## src/rtl/nbit_pipe_comparator.sv

```systemverilog
// Two-stage pipelined magnitude comparator: per-slice compare, then MSB-first merge.
// Optional two's-complement mode is enabled by defining CMP_SIGNED_EN.
module nbit_pipe_comparator #(
  parameter int unsigned N     = 16,
  parameter int unsigned CHUNK = 4,
  parameter int unsigned CNT_W = 8
) (
  input  logic             clk,
  input  logic             rst_n,
  input  logic             in_valid,
  output logic             in_ready,
  input  logic [N-1:0]     a,
  input  logic [N-1:0]     b,
`ifdef CMP_SIGNED_EN
  input  logic             sgn,
`endif
  output logic             out_valid,
  input  logic             out_ready,
  output logic             lesser,
  output logic             greater,
  output logic             equal,
  input  logic             cnt_clr,
  output logic [CNT_W-1:0] lt_cnt,
  output logic [CNT_W-1:0] gt_cnt,
  output logic [CNT_W-1:0] eq_cnt
);

  localparam int unsigned NS = N / CHUNK;
  localparam logic [CNT_W-1:0] CntMax = '1;
  localparam logic [CNT_W-1:0] CntOne = CNT_W'(1);

  logic          s1_load, s2_load, deliver;
  logic [N-1:0]  a_m, b_m;
  logic [NS-1:0] slt_d, slt_q, seq_d, seq_q;
  logic          s1_valid_d, s1_valid_q;
  logic          dec_lt, dec_eq;
  logic          out_valid_d, out_valid_q;
  logic          lesser_d, lesser_q, greater_d, greater_q, equal_d, equal_q;
  logic [CNT_W-1:0] lt_cnt_d, lt_cnt_q, gt_cnt_d, gt_cnt_q, eq_cnt_d, eq_cnt_q;

  assign s2_load  = !out_valid_q || out_ready;
  assign s1_load  = !s1_valid_q || s2_load;
  assign in_ready = s1_load;
  assign deliver  = out_valid_q && out_ready;

  // Signed compare maps to unsigned by flipping the sign bits (offset binary).
  always_comb begin
    a_m = a;
    b_m = b;
`ifdef CMP_SIGNED_EN
    a_m[N-1] = a[N-1] ^ sgn;
    b_m[N-1] = b[N-1] ^ sgn;
`endif
  end

  // Stage 1: per-slice less-than / equal flags
  always_comb begin
    slt_d      = slt_q;
    seq_d      = seq_q;
    s1_valid_d = s1_valid_q;
    if (s1_load) begin
      s1_valid_d = in_valid;
      if (in_valid) begin
        for (int unsigned i = 0; i < NS; i++) begin
          slt_d[i] = a_m[i*CHUNK +: CHUNK] < b_m[i*CHUNK +: CHUNK];
          seq_d[i] = a_m[i*CHUNK +: CHUNK] == b_m[i*CHUNK +: CHUNK];
        end
      end
    end
  end

  // Ascending scan: the highest differing slice is written last and wins.
  always_comb begin
    dec_lt = 1'b0;
    dec_eq = 1'b1;
    for (int unsigned i = 0; i < NS; i++) begin
      if (!seq_q[i]) begin
        dec_lt = slt_q[i];
        dec_eq = 1'b0;
      end
    end
  end

  // Stage 2: one-hot result; fields keep their last value when no pair arrives
  always_comb begin
    out_valid_d = out_valid_q;
    lesser_d    = lesser_q;
    greater_d   = greater_q;
    equal_d     = equal_q;
    if (s2_load) begin
      out_valid_d = s1_valid_q;
      if (s1_valid_q) begin
        lesser_d  = !dec_eq && dec_lt;
        greater_d = !dec_eq && !dec_lt;
        equal_d   = dec_eq;
      end
    end
  end

  // Saturating result counters; clear takes priority over a same-cycle delivery.
  always_comb begin
    lt_cnt_d = lt_cnt_q;
    gt_cnt_d = gt_cnt_q;
    eq_cnt_d = eq_cnt_q;
    if (cnt_clr) begin
      lt_cnt_d = '0;
      gt_cnt_d = '0;
      eq_cnt_d = '0;
    end else if (deliver) begin
      if (lesser_q && lt_cnt_q != CntMax)  lt_cnt_d = lt_cnt_q + CntOne;
      if (greater_q && gt_cnt_q != CntMax) gt_cnt_d = gt_cnt_q + CntOne;
      if (equal_q && eq_cnt_q != CntMax)   eq_cnt_d = eq_cnt_q + CntOne;
    end
  end

  always_ff @(posedge clk or negedge rst_n) begin
    if (!rst_n) begin
      slt_q       <= '0;
      seq_q       <= '0;
      s1_valid_q  <= 1'b0;
      out_valid_q <= 1'b0;
      lesser_q    <= 1'b0;
      greater_q   <= 1'b0;
      equal_q     <= 1'b0;
      lt_cnt_q    <= '0;
      gt_cnt_q    <= '0;
      eq_cnt_q    <= '0;
    end else begin
      slt_q       <= slt_d;
      seq_q       <= seq_d;
      s1_valid_q  <= s1_valid_d;
      out_valid_q <= out_valid_d;
      lesser_q    <= lesser_d;
      greater_q   <= greater_d;
      equal_q     <= equal_d;
      lt_cnt_q    <= lt_cnt_d;
      gt_cnt_q    <= gt_cnt_d;
      eq_cnt_q    <= eq_cnt_d;
    end
  end

  assign out_valid = out_valid_q;
  assign lesser    = lesser_q;
  assign greater   = greater_q;
  assign equal     = equal_q;
  assign lt_cnt    = lt_cnt_q;
  assign gt_cnt    = gt_cnt_q;
  assign eq_cnt    = eq_cnt_q;

endmodule

```

## config.mk

```make
export PLATFORM = sky130hd
export DESIGN_NAME = nbit_pipe_comparator
export DESIGN_NICKNAME = d
export VERILOG_FILES = /design/src/rtl/nbit_pipe_comparator.sv
export SDC_FILE = /design/constraint.sdc
export NUM_CORES = 1
export LEC_CHECK = 0
export CORE_UTILIZATION = 42
export DETAILED_ROUTE_END_ITERATION = 16
export GPL_ROUTABILITY_DRIVEN = 0
export HOLD_SLACK_MARGIN = 0.05
export PLACE_DENSITY = 0.85
export SKIP_CTS_REPAIR_TIMING = 1
export SLEW_MARGIN = 5
export SYNTH_ARGS = -nofsm -noshare
export SYNTH_HDL_FRONTEND = slang
export SYNTH_SLANG_ARGS = --single-unit
```

## constraint.sdc

```tcl
create_clock -name clk -period 1.53 [get_ports clk]
set_input_delay 0.306 -clock clk [delete_from_list [all_inputs] [get_ports clk]]
set_output_delay 0.306 -clock clk [all_outputs]
set_load 0.01 [all_outputs]
```

## Word-level counts from Yosys, hierarchy flattened

Cells that the tools add are included.

- Input port bits: 37
- Flip-flop bits (word level): 37
- Output and inout port bits: 29
- Word-level logic and storage cells: 62

- Equal/unequal tests: 7
- Multiplexer cells: 17
- Add/sub/neg operators: 3
- $lt $le $gt $ge: 4
- Reductions and logical operators: 21

Operator list:

| cell | count |
|---|---|
| $mux W8 | 9 |
| $add A8 B1 Y8 const B | 3 |
| $ne A8 B8 Y1 const B | 3 |
| $eq A4 B4 Y1 | 4 |
| $lt A4 B4 Y1 | 4 |
| $reduce_and A2 Y1 | 5 |
| $mux W1 | 8 |
| $reduce_bool A2 Y1 | 4 |
| $logic_and A1 B1 Y1 | 6 |
| $logic_not A1 Y1 | 4 |
| $logic_or A1 B1 Y1 | 2 |

## Depth between registers and ports, before layout

Gate-level depths: netlist (run 1).

- Depth after elaboration: 6
- Mapped depth: 6

## Worst setup path after synthesis (run 1)

Ideal clock, no wire load.

- Path type: reg-to-reg
- From: register gt_cnt_q[0], in the netlist gt_cnt[0]
- To: register gt_cnt_q[5], in the netlist gt_cnt[5]
- Path slack: -0.223 ns
- Setup time: 0.078 ns
- Cell stages (with the launch flop): 6
- Buffers on the path: 0
- Data arrival time: 1.675 ns
- Clock period less this slack: 1.753 ns
- Path through: dfrtp_1 -> ha_1 -> and3_1 -> a21o_4 -> or4_1 -> a21oi_1

- Word-level cells in the longest chain between the ends: 4
- Elaborated cells between the ends (all ways): 8

RTL lines:

| what | line | RTL |
|---|---|---|
| start, declared | 39 | `logic [CNT_W-1:0] lt_cnt_d, lt_cnt_q, gt_cnt_d, gt_cnt_q, eq_cnt_d, eq_cnt_q;` |
| start signal, assigned | 137 | `gt_cnt_q <= gt_cnt_d;` |
| $add A8 B1 Y8 or $ne A8 B8 Y1 (tied branches) | 111 | `if (greater_q && gt_cnt_q != CntMax) gt_cnt_d = gt_cnt_q + CntOne;` |
| $mux W8 or $logic_and A1 B1 Y1 (tied branches) | 111 |  |
| $mux W8 or $reduce_bool A2 Y1 (tied branches) | -- |  |
| $mux W8 or $reduce_and A2 Y1 (tied branches) | -- |  |

Parallel ways exist; a longest one is shown, timed or not. The select of a mux whose other input is x is not followed.
A chain may end at the register's enable or synchronous reset.

## Worst setup path in the final report (run 1)

- From: register gt_cnt_q[1], in the netlist gt_cnt[1]
- To: register gt_cnt_q[5], in the netlist gt_cnt[5]

Same word-level chain as after synthesis.

==> flow_summary.json, run 1 <==
{
  "status": "finished with violations",
  "violations": "negative setup slack",
  "worst_ep_arrival_time_ps": 1850,
  "worstPathRequired_ps": 1740,
  "grt_max_degree": 21,
  "fin_crit_sh_pct": 107,
  "setup_ws_ps": -103,
  "dr.first_iter.drc_count": 150,
  "gr-usage-met2_pct": 38.9,
  "finalHoldViolCount": 0,
  "irDropWorstVdd_mv": 0.351,
  "ys_async_sr_fraction_pct": 100,
  "r2r_start": "gt_cnt[1]$_DFFE_PN0P_",
  "io_buffers": 65,
  "crit_path_top_delay_cell": "or4_1",
  "drv_slew": 0,
  "num_rows": 25,
  "ys_ff_latch": 37,
  "fp.coreArea_um2": 4850,
  "finalPower_w": 0.00228,
  "critical_path_depth": 5,
  "finalSetupViolCount": 1,
  "crit_type": "reg2reg",
  "avgViaCountPerCell": 5.36,
  "nets": 386,
  "cts_sinks": 37,
  "hold_class": "in2async",
  "dieArea_um2": 5470,
  "max_freq_ghz": 0.612,
  "drive_gt1_share_pct": 19.7,
  "synthesis.nets": 289,
  "clkLatencyLatePin_ps": 290,
  "die_w_um": 74.0,
  "met3_usage_pct": 5.96,
  "grt_busiest_layer": "met2",
  "gr-total-overflow": 0,
  "cts_made_buffers": 5,
  "clock_path_buffers": 2,
  "ys.flop_type": "dfrtp_1",
  "totalWireLength_mm": 5.62,
  "ys_types": 46,
  "cts_tree": "yes",
  "end_kind": "flip-flop",
  "drv_cap": 0,
  "syn_to_final_growth_pct": 55.4,
  "grt_use_met1_pct": 22.2,
  "rr_worst_depth": 5,
  "rsz0062_at_grt": "true",
  "syn_inst": 233,
  "antenna_found_initial": 0,
  "yosysSeqAreaShare_pct": 42.6,
  "antenna_left": 0,
  "finalCriticalPeriod_ps": 1630,
  "critPathMaxFanout": 2,
  "synth_area_per_cell_um2": 9.34,
  "power.leakage_nw": 1.93,
  "n_antenna_cell": 0,
  "io_pins": 66,
  "grt_pass1_wl_mm": 8.62,
  "synth_edf_count": 0,
  "path_buf_inv": 0,
  "tns_ps": -103,
  "die_h_um": 74.0,
  "fin_skew_ps": 4.77,
  "power_density_nw_per_um2": 673,
  "synthesis.area_um2": 2180,
  "maxSlewHeadroom_pct": 69.7,
  "drtPass1Iterations": 4,
  "postLayoutCoreUtil_pct": 69.8,
  "ys_warn_count": 0,
  "cp-start-kind": "flip-flop",
  "worstMarginPinSlew_ps": 455,
  "crit_chain": "ha_4, and3_4, a21o_4, or4_1, a21oi_1",
  "vias": 2128,
  "dp_hpwl_mm": 3.93,
  "cts.clk_slew.worst_paths_ps": 70,
  "ctsHtreeMaxLevel": 2,
  "cp-startpoint": "gt_cnt[1]$_DFFE_PN0P_",
  "start_util_pct": 44.9,
  "wl_per_cell_um": 14.2,
  "cpPeakStageDelay_ps": 470,
  "grt_pass1_vias": 2040,
  "cts_root_buf": "clkbuf_8",
  "crit_family": "simple AND/OR/NAND/NOR gates",
  "drc": 0,
  "grt_util_all_layers_pct": 20.6
}
through the flow:
| stage | setup slack, ps | cell area (um2) | cells | hold slack (ps) |
|---|---|---|---|---|
| after floorplan | -127 | 2190 | 233 | 10.4 |
| after global placement | -381 | 3050 | 380 | 268 |
| after detailed placement | -417 | 3050 | 380 | 269 |
| after CTS | -416 | 3140 | 387 | -45.1 |
| after global routing | -174 | 3380 | 397 | 525 |
| final | -103 | 3380 | 397 | 491 |
cell type report:
class / instances / area (um2)
flip-flops and latches: 37 / 935
fillers: 381 / 1470
multi-input cells: 168 / 1240
clock buffers: 7 / 86.3
inverters: 22 / 82.6
well taps: 67 / 83.8
repair buffers: 96 / 956
metal layers:
metal	wire length, um	part of all wire (%)	vias to the layer above
met5	0	0	-
met4	148	2.6	0
li1	-	-	1018
met2	3010	54	86
met1	2080	37	1007
met3	384	6.8	17
layout by cell type, fill, tap and decap left out, drive strengths merged, types with 2 or more instances in the layout:
master / n
dfrtp: 37
clkdlybuf4s50: 34
dlymetal6s2s: 30
buf: 30
inv: 22
nor2: 21
ha: 19
nand2: 18
o21ai: 16
a21oi: 15
nand3: 9
clkbuf: 8
xnor2: 7
nand4: 6
xor2: 5
nand2b: 4
and3: 4
mux2i: 3
a22o: 3
or4: 3
a211oi: 3
o31ai: 3
or3: 3
nand3b: 2
and2: 2
nor3: 2
nor2b: 2
o21a: 2
and4: 2
a2111oi: 2
state kept, by name, indices dropped and copies added (netlist names):
name,flops
eq_cnt,8
equal,1
greater,1
gt_cnt,8
lesser,1
lt_cnt,8
out_valid,1
s1_valid_q,1
seq_q,4
slt_q,4
synth_stat cells (4+ instances only):
cell type,number,share of area (%)
a21oi_1,15,3.5
clkbuf_1,5,0.86
dfrtp_1,37,43
ha_1,19,11
inv_1,22,3.8
nand2_1,18,3.1
nand2b_1,4,1.1
nand3_1,8,1.8
nand4_1,6,1.7
nor2_1,21,3.6
o21ai_0,16,3.7
xnor2_1,7,2.8
xor2_1,5,2.0
final timing paths:
check | endpoint | slack (ps)
max | gt_cnt[5]$_DFFE_PN0P_ | -100
min | lt_cnt[4]$_DFFE_PN0P_ | 490
max reg2reg | gt_cnt[5]$_DFFE_PN0P_ | -100
min reg2reg | slt_q[3]$_DFFE_PN0P_ | 490
max in group asynchronous | out_valid$_DFFE_PN0P_ | 430
min in group clk | slt_q[3]$_DFFE_PN0P_ | 490
power by group:
part,switching (W),internal (W)
logic,0.000227,0.000277
clock network,0.000324,0.000357
registers,0.0000527,0.00104
cell families after synthesis:
| group | after synthesis | synth area share (%) |
|---|---|---|
| mux | 3 | 1.38 |
| flops | 37 | 42.6 |
| compound gates | 52 | 15.6 |
| fa+ha+maj | 19 | 10.9 |
| simple gates | 82 | 19.8 |
| buf+inv | 28 | 4.89 |
| xor+xnor | 12 | 4.83 |
Note: power is estimated with default switching activity, not from simulation.
==> run 2: changes to the inputs <==
--- a/config.mk
+++ b/config.mk
@@ -10,6 +10,7 @@
 export GPL_ROUTABILITY_DRIVEN = 0
 export HOLD_SLACK_MARGIN = 0.05
 export PLACE_DENSITY = 0.85
+export REMOVE_ABC_BUFFERS = 1
 export SKIP_CTS_REPAIR_TIMING = 1
 export SLEW_MARGIN = 5
 export SYNTH_ARGS = -nofsm -noshare
==> run 2 against run 1 <==
Net effect: the run still ends with negative setup slack left; final cell count decreased by 1.5%; cell area fell by 2.1%; utilization fell by 1.5 points; maximum frequency up 0.31%; largest cell class unchanged.
==> flow_summary.json, run 2 (synthesis gave the netlist of run 1 again) <==
{
  "critPathMaxFanout": 6,
  "cp-startpoint": "eq_cnt[7]$_DFFE_PN0P_",
  "fp.coreArea_um2": 4850,
  "dp_hpwl_mm": 3.66,
  "placed_cell_area_um2": 3040,
  "r2r_start": "gt_cnt[1]$_DFFE_PN0P_",
  "io_pins": 66,
  "nets": 380,
  "fin_crit_sh_pct": 106,
  "worstMarginPinSlew_ps": 444,
  "num_rows": 25,
  "cts_sinks": 37,
  "rsz0062_at_grt": "true",
  "final_common_cell": "clkdlybuf4s50_1",
  "cts_tree": "yes",
  "tns_ps": -190,
  "final_cell_mix": "clkdlybuf4s50_1 (36), dfrtp_1 (32), dlymetal6s2s_1 (28)",
  "dieArea_um2": 5470,
  "cts_root_buf": "clkbuf_8",
  "hold_slack_ps": 51.9,
  "drc": 0,
  "status": "finished with violations",
  "finalHoldViolCount": 0,
  "violations": "negative setup slack",
  "ctsHtreeMaxLevel": 2,
  "finalCriticalPeriod_ps": 1630,
  "n_antenna_cell": 0,
  "finalSetupViolCount": 2,
  "hold_class": "in2async",
  "maxSlewHeadroom_pct": 70.4,
  "irDropWorstVdd_mv": 0.396,
  "fin_area_um2": 3310,
  "cts.clk_slew.worst_paths_ps": 70,
  "grt_pass1_vias": 1898,
  "drive_gt1_share_pct": 17.3,
  "clock_path_buffers": 2,
  "cp-start-kind": "flip-flop",
  "cpPeakStageDelay_ps": 580,
  "start_util_pct": 44.9,
  "grt_util_all_layers_pct": 19.3,
  "critical_path_depth": 1,
  "worst_ep_arrival_time_ps": 1320,
  "crit_path_top_delay_cell": "clkdlybuf4s50_1",
  "syn_to_final_growth_pct": 52.1,
  "power_density_nw_per_um2": 681,
  "crit_chain": "clkdlybuf4s50_1",
  "drv_cap": 0,
  "crit_family": "buffers and inverters",
  "vias": 2015,
  "worstPathRequired_ps": 1220,
  "die_w_um": 74.0,
  "end_kind": "output pin",
  "io_buffers": 65,
  "max_freq_ghz": 0.614,
  "power.leakage_nw": 1.87,
  "antenna_left": 0,
  "dp.cells": 380,
  "crit_type": "reg2out",
  "drtPass1Iterations": 6,
  "instances_no_fill": 391,
  "die_h_um": 74.0,
  "gr-total-overflow": 0,
  "wl_per_cell_um": 12.7,
  "clkLatencyLatePin_ps": 290,
  "avgViaCountPerCell": 5.15,
  "setup_ws_ps": -98.3,
  "antenna_found_initial": 0,
  "cts_made_buffers": 5,
  "grt_pass1_wl_mm": 7.95,
  "totalWireLength_mm": 4.95,
  "drv_slew": 0,
  "rr_worst_depth": 5,
  "path_buf_inv": 1,
  "fin_skew_ps": 4.29,
  "dr.first_iter.drc_count": 102,
  "grt_max_degree": 38
}
[run 2: final timing paths]
kind,endpoint,slack [ps]
worst max register to register,gt_cnt[5]$_DFFE_PN0P_,-90
max in group asynchronous,lt_cnt[7]$_DFFE_PN0P_,1140
worst min register to register,slt_q[2]$_DFFE_PN0P_,490
min in group clk,slt_q[2]$_DFFE_PN0P_,490
worst max-delay path,eq_cnt[7],-100
worst min-delay path,lt_cnt[3]$_DFFE_PN0P_,50
[run 2: through the flow]
stage | setup slack (ps) | util (%) | power [W]
finish | -98.3 | 68.3 | 0.00225
global placement | -397 | 62.7 | 0.00158
CTS | -375 | 64.5 | 0.00228
detailed placement | -413 | 62.7 | 0.00160
global route | -144 | 68.3 | 0.00237
floorplan | -222 | - | 0.00131
[run 2: layout make-up]
type / count / area (um2)
fillers: 373 / 1540
multi-input cells: 168 / 1220
inverters: 22 / 82.6
well taps: 67 / 83.8
clock buffers: 7 / 86.3
repair buffers: 90 / 907
flip-flops and latches: 37 / 932
[run 2: report_power, final]
part,switching (W),internal [W],total (W)
Sequential,0.0000506,0.00104,0.00109
Combinational,0.000220,0.000273,0.000492
Clock,0.000315,0.000357,0.000672
[run 2: metal layers]
layer / wire, um / global-route usage (%) / vias to the layer above
li1: - / - / 1008
met1: 1960 / 21.7 / 928
met2: 2540 / 33.3 / 67
met3: 354 / 7.18 / 12
met4: 98 / 6.84 / 0
met5: 0 / 0 / -
==> run 3: changes to the inputs <==
--- a/config.mk
+++ b/config.mk
@@ -5,11 +5,11 @@
 export SDC_FILE = /design/constraint.sdc
 export NUM_CORES = 1
 export LEC_CHECK = 0
-export CORE_UTILIZATION = 42
+export CORE_UTILIZATION = 51
 export DETAILED_ROUTE_END_ITERATION = 16
 export GPL_ROUTABILITY_DRIVEN = 0
 export HOLD_SLACK_MARGIN = 0.05
-export PLACE_DENSITY = 0.85
+export PLACE_DENSITY = 0.95
 export REMOVE_ABC_BUFFERS = 1
 export SKIP_CTS_REPAIR_TIMING = 1
 export SLEW_MARGIN = 5
==> constraint.sdc (replaced) <==
create_clock -name clk -period 2.1 [get_ports clk]
set_input_delay 0.42 -clock clk [delete_from_list [all_inputs] [get_ports clk]]
set_output_delay 0.42 -clock clk [all_outputs]
set_load 0.01 [all_outputs]
==> run 3 against run 2 <==
Net effect: the run now ends clean; register-to-register slack improved by 420 ps; via count fell by 1.3%; setup slack improved by 300 ps; critical path type unchanged; critical endpoint is now in_ready; largest cell class unchanged; largest power group unchanged; highest routed layer unchanged.
==> flow_summary.json, run 3 (synthesis gave the netlist of run 1 again) <==
{
  "route.met3.wl_um": 304,
  "power_frac_seq_pct": 49.0,
  "hold_class": "in2async",
  "rsz0062_at_grt": "false",
  "comb_power_share_pct": 20.7,
  "r2r-end": "gt_cnt[5]$_DFFE_PN0P_",
  "fp.coreArea_um2": 4060,
  "worstPathRequired_ps": 1680,
  "p_int_w": 0.00121,
  "cts_sinks": 37,
  "dr.max_layer_used": "met4",
  "nets": 364,
  "final_cell_mix": "clkdlybuf4s50_1 (63), dfrtp_1 (37), inv_1 (22)",
  "cts_tree": "yes",
  "dp_hpwl_mm": 3.68,
  "worst_ep_arrival_time_ps": 1480,
  "ctsHtreeMaxLevel": 2,
  "power.switching_w": 0.000431,
  "antenna_found_initial": 0,
  "vias": 1988,
  "grt_pass1_wl_mm": 8.17,
  "nFillCells": 292,
  "irDropWorstVdd_mv": 0.290,
  "grt_util_all_layers_pct": 24.4,
  "postLayoutCoreUtil_pct": 74.3,
  "io_pins": 66,
  "dieArea_um2": 4530,
  "drc": 0,
  "die_h_um": 67.3,
  "fin_skew_ps": 5.33,
  "drv_cap": 0,
  "worstMarginPinSlew_ps": 477,
  "grt_pass1_vias": 1974,
  "r2r_start": "gt_cnt[0]$_DFFE_PN0P_",
  "wl_per_cell_um": 13.4,
  "finalPower_w": 0.00164,
  "crit_type": "reg2out",
  "cts_root_buf": "clkbuf_8",
  "clkLatencyLatePin_ps": 290,
  "layout.area.seq_um2": 926,
  "setup_ws_ps": 201,
  "antenna_left": 0,
  "r2r_slack_ps": 330,
  "grt_max_degree": 38,
  "multi_input_area_um2": 1140,
  "cts.clk_slew.worst_paths_ps": 70,
  "final_common_cell": "clkdlybuf4s50_1",
  "num_rows": 23,
  "maxSlewHeadroom_pct": 67.3,
  "cts_made_buffers": 5,
  "syn_to_final_growth_pct": 38.6,
  "critPathMaxFanout": 7,
  "start_util_pct": 53.6,
  "drt-met1-wl_mm": 1.88,
  "dp_slack_ps": -56.0,
  "avgViaCountPerCell": 5.55,
  "cp-start-kind": "flip-flop",
  "n_antenna_cell": 0,
  "drtPass1Iterations": 4,
  "clock_path_buffers": 2,
  "finalCriticalPeriod_ps": 1900,
  "drive_gt1_share_pct": 8.12,
  "finalHoldViolCount": 0,
  "gr-total-overflow": 0,
  "tns_ps": 0,
  "fin_crit_sh_pct": 90.4,
  "crit_end": "in_ready",
  "pwr-share-clk_pct": 30.3,
  "wl_met2_mm": 2.51,
  "cp-startpoint": "out_valid$_DFFE_PN0P_",
  "dr.first_iter.drc_count": 148,
  "die_w_um": 67.3,
  "rr_worst_depth": 5,
  "switching_share_pct": 26.3,
  "finalSetupViolCount": 0,
  "power.leakage_nw": 1.35,
  "end_kind": "output pin",
  "io_buffers": 65,
  "totalWireLength_mm": 4.78,
  "power_density_nw_per_um2": 543,
  "hold_slack_ps": 151,
  "max_freq_ghz": 0.527,
  "drv_slew": 0,
  "status": "completed"
}
run 3: power by group through the flow:
stage | registers, W | clock network [W] | logic, W
after floorplan | 0.000815 | 0 | 0.000141
after global placement | 0.000811 | 0 | 0.000327
after detailed placement | 0.000815 | 0 | 0.000341
after CTS | 0.000802 | 0.000511 | 0.000344
after global routing | 0.000808 | 0.000541 | 0.000382
final | 0.000804 | 0.000497 | 0.000339
run 3: worst min-delay path by stage:
stage / startpoint / endpoint / slack, ps / depth (start not counted)
after floorplan: rst_n / eq_cnt[0]$_DFFE_PN0P_ / 120 / 0
after global placement: slt_q[2]$_DFFE_PN0P_ / slt_q[2]$_DFFE_PN0P_ / 460 / 2
after detailed placement: slt_q[3]$_DFFE_PN0P_ / slt_q[3]$_DFFE_PN0P_ / 480 / 2
after CTS: rst_n / lt_cnt[6]$_DFFE_PN0P_ / 180 / 2
after global routing: rst_n / lt_cnt[6]$_DFFE_PN0P_ / 200 / 2
final: rst_n / lt_cnt[3]$_DFFE_PN0P_ / 150 / 2
run 3: area by class of cell:
type | count | area share [%]
Tap cell | 50 | 2.07
Sequential cell | 37 | 30.7
Inverter | 22 | 2.74
Timing Repair Buffer | 74 | 23.7
Clock buffer | 7 | 2.86
Multi-Input combinational cell | 168 | 37.9
run 3: per-layer routing:
metal / up-vias / track usage (%)
met5: - / 0
met2: 76 / 44.8
met4: 0 / 9.84
li1: 986 / -
met1: 917 / 25.7
met3: 9 / 7.26
run 3: per-stage QoR:
stage / instance area [um2] / instances
2_1_floorplan: 2150 / 227
3_3_place_gp: 2930 / 351
3_5_place_dp: 2930 / 351
4_1_cts: 3010 / 358
5_1_grt: 3020 / 358
6_report: 3020 / 358
run 3: critical path, stage by stage (launching register included):
cell	delay [ps]
dfrtp_1	470
nand3b_1	160
clkdlybuf4s50_1	560
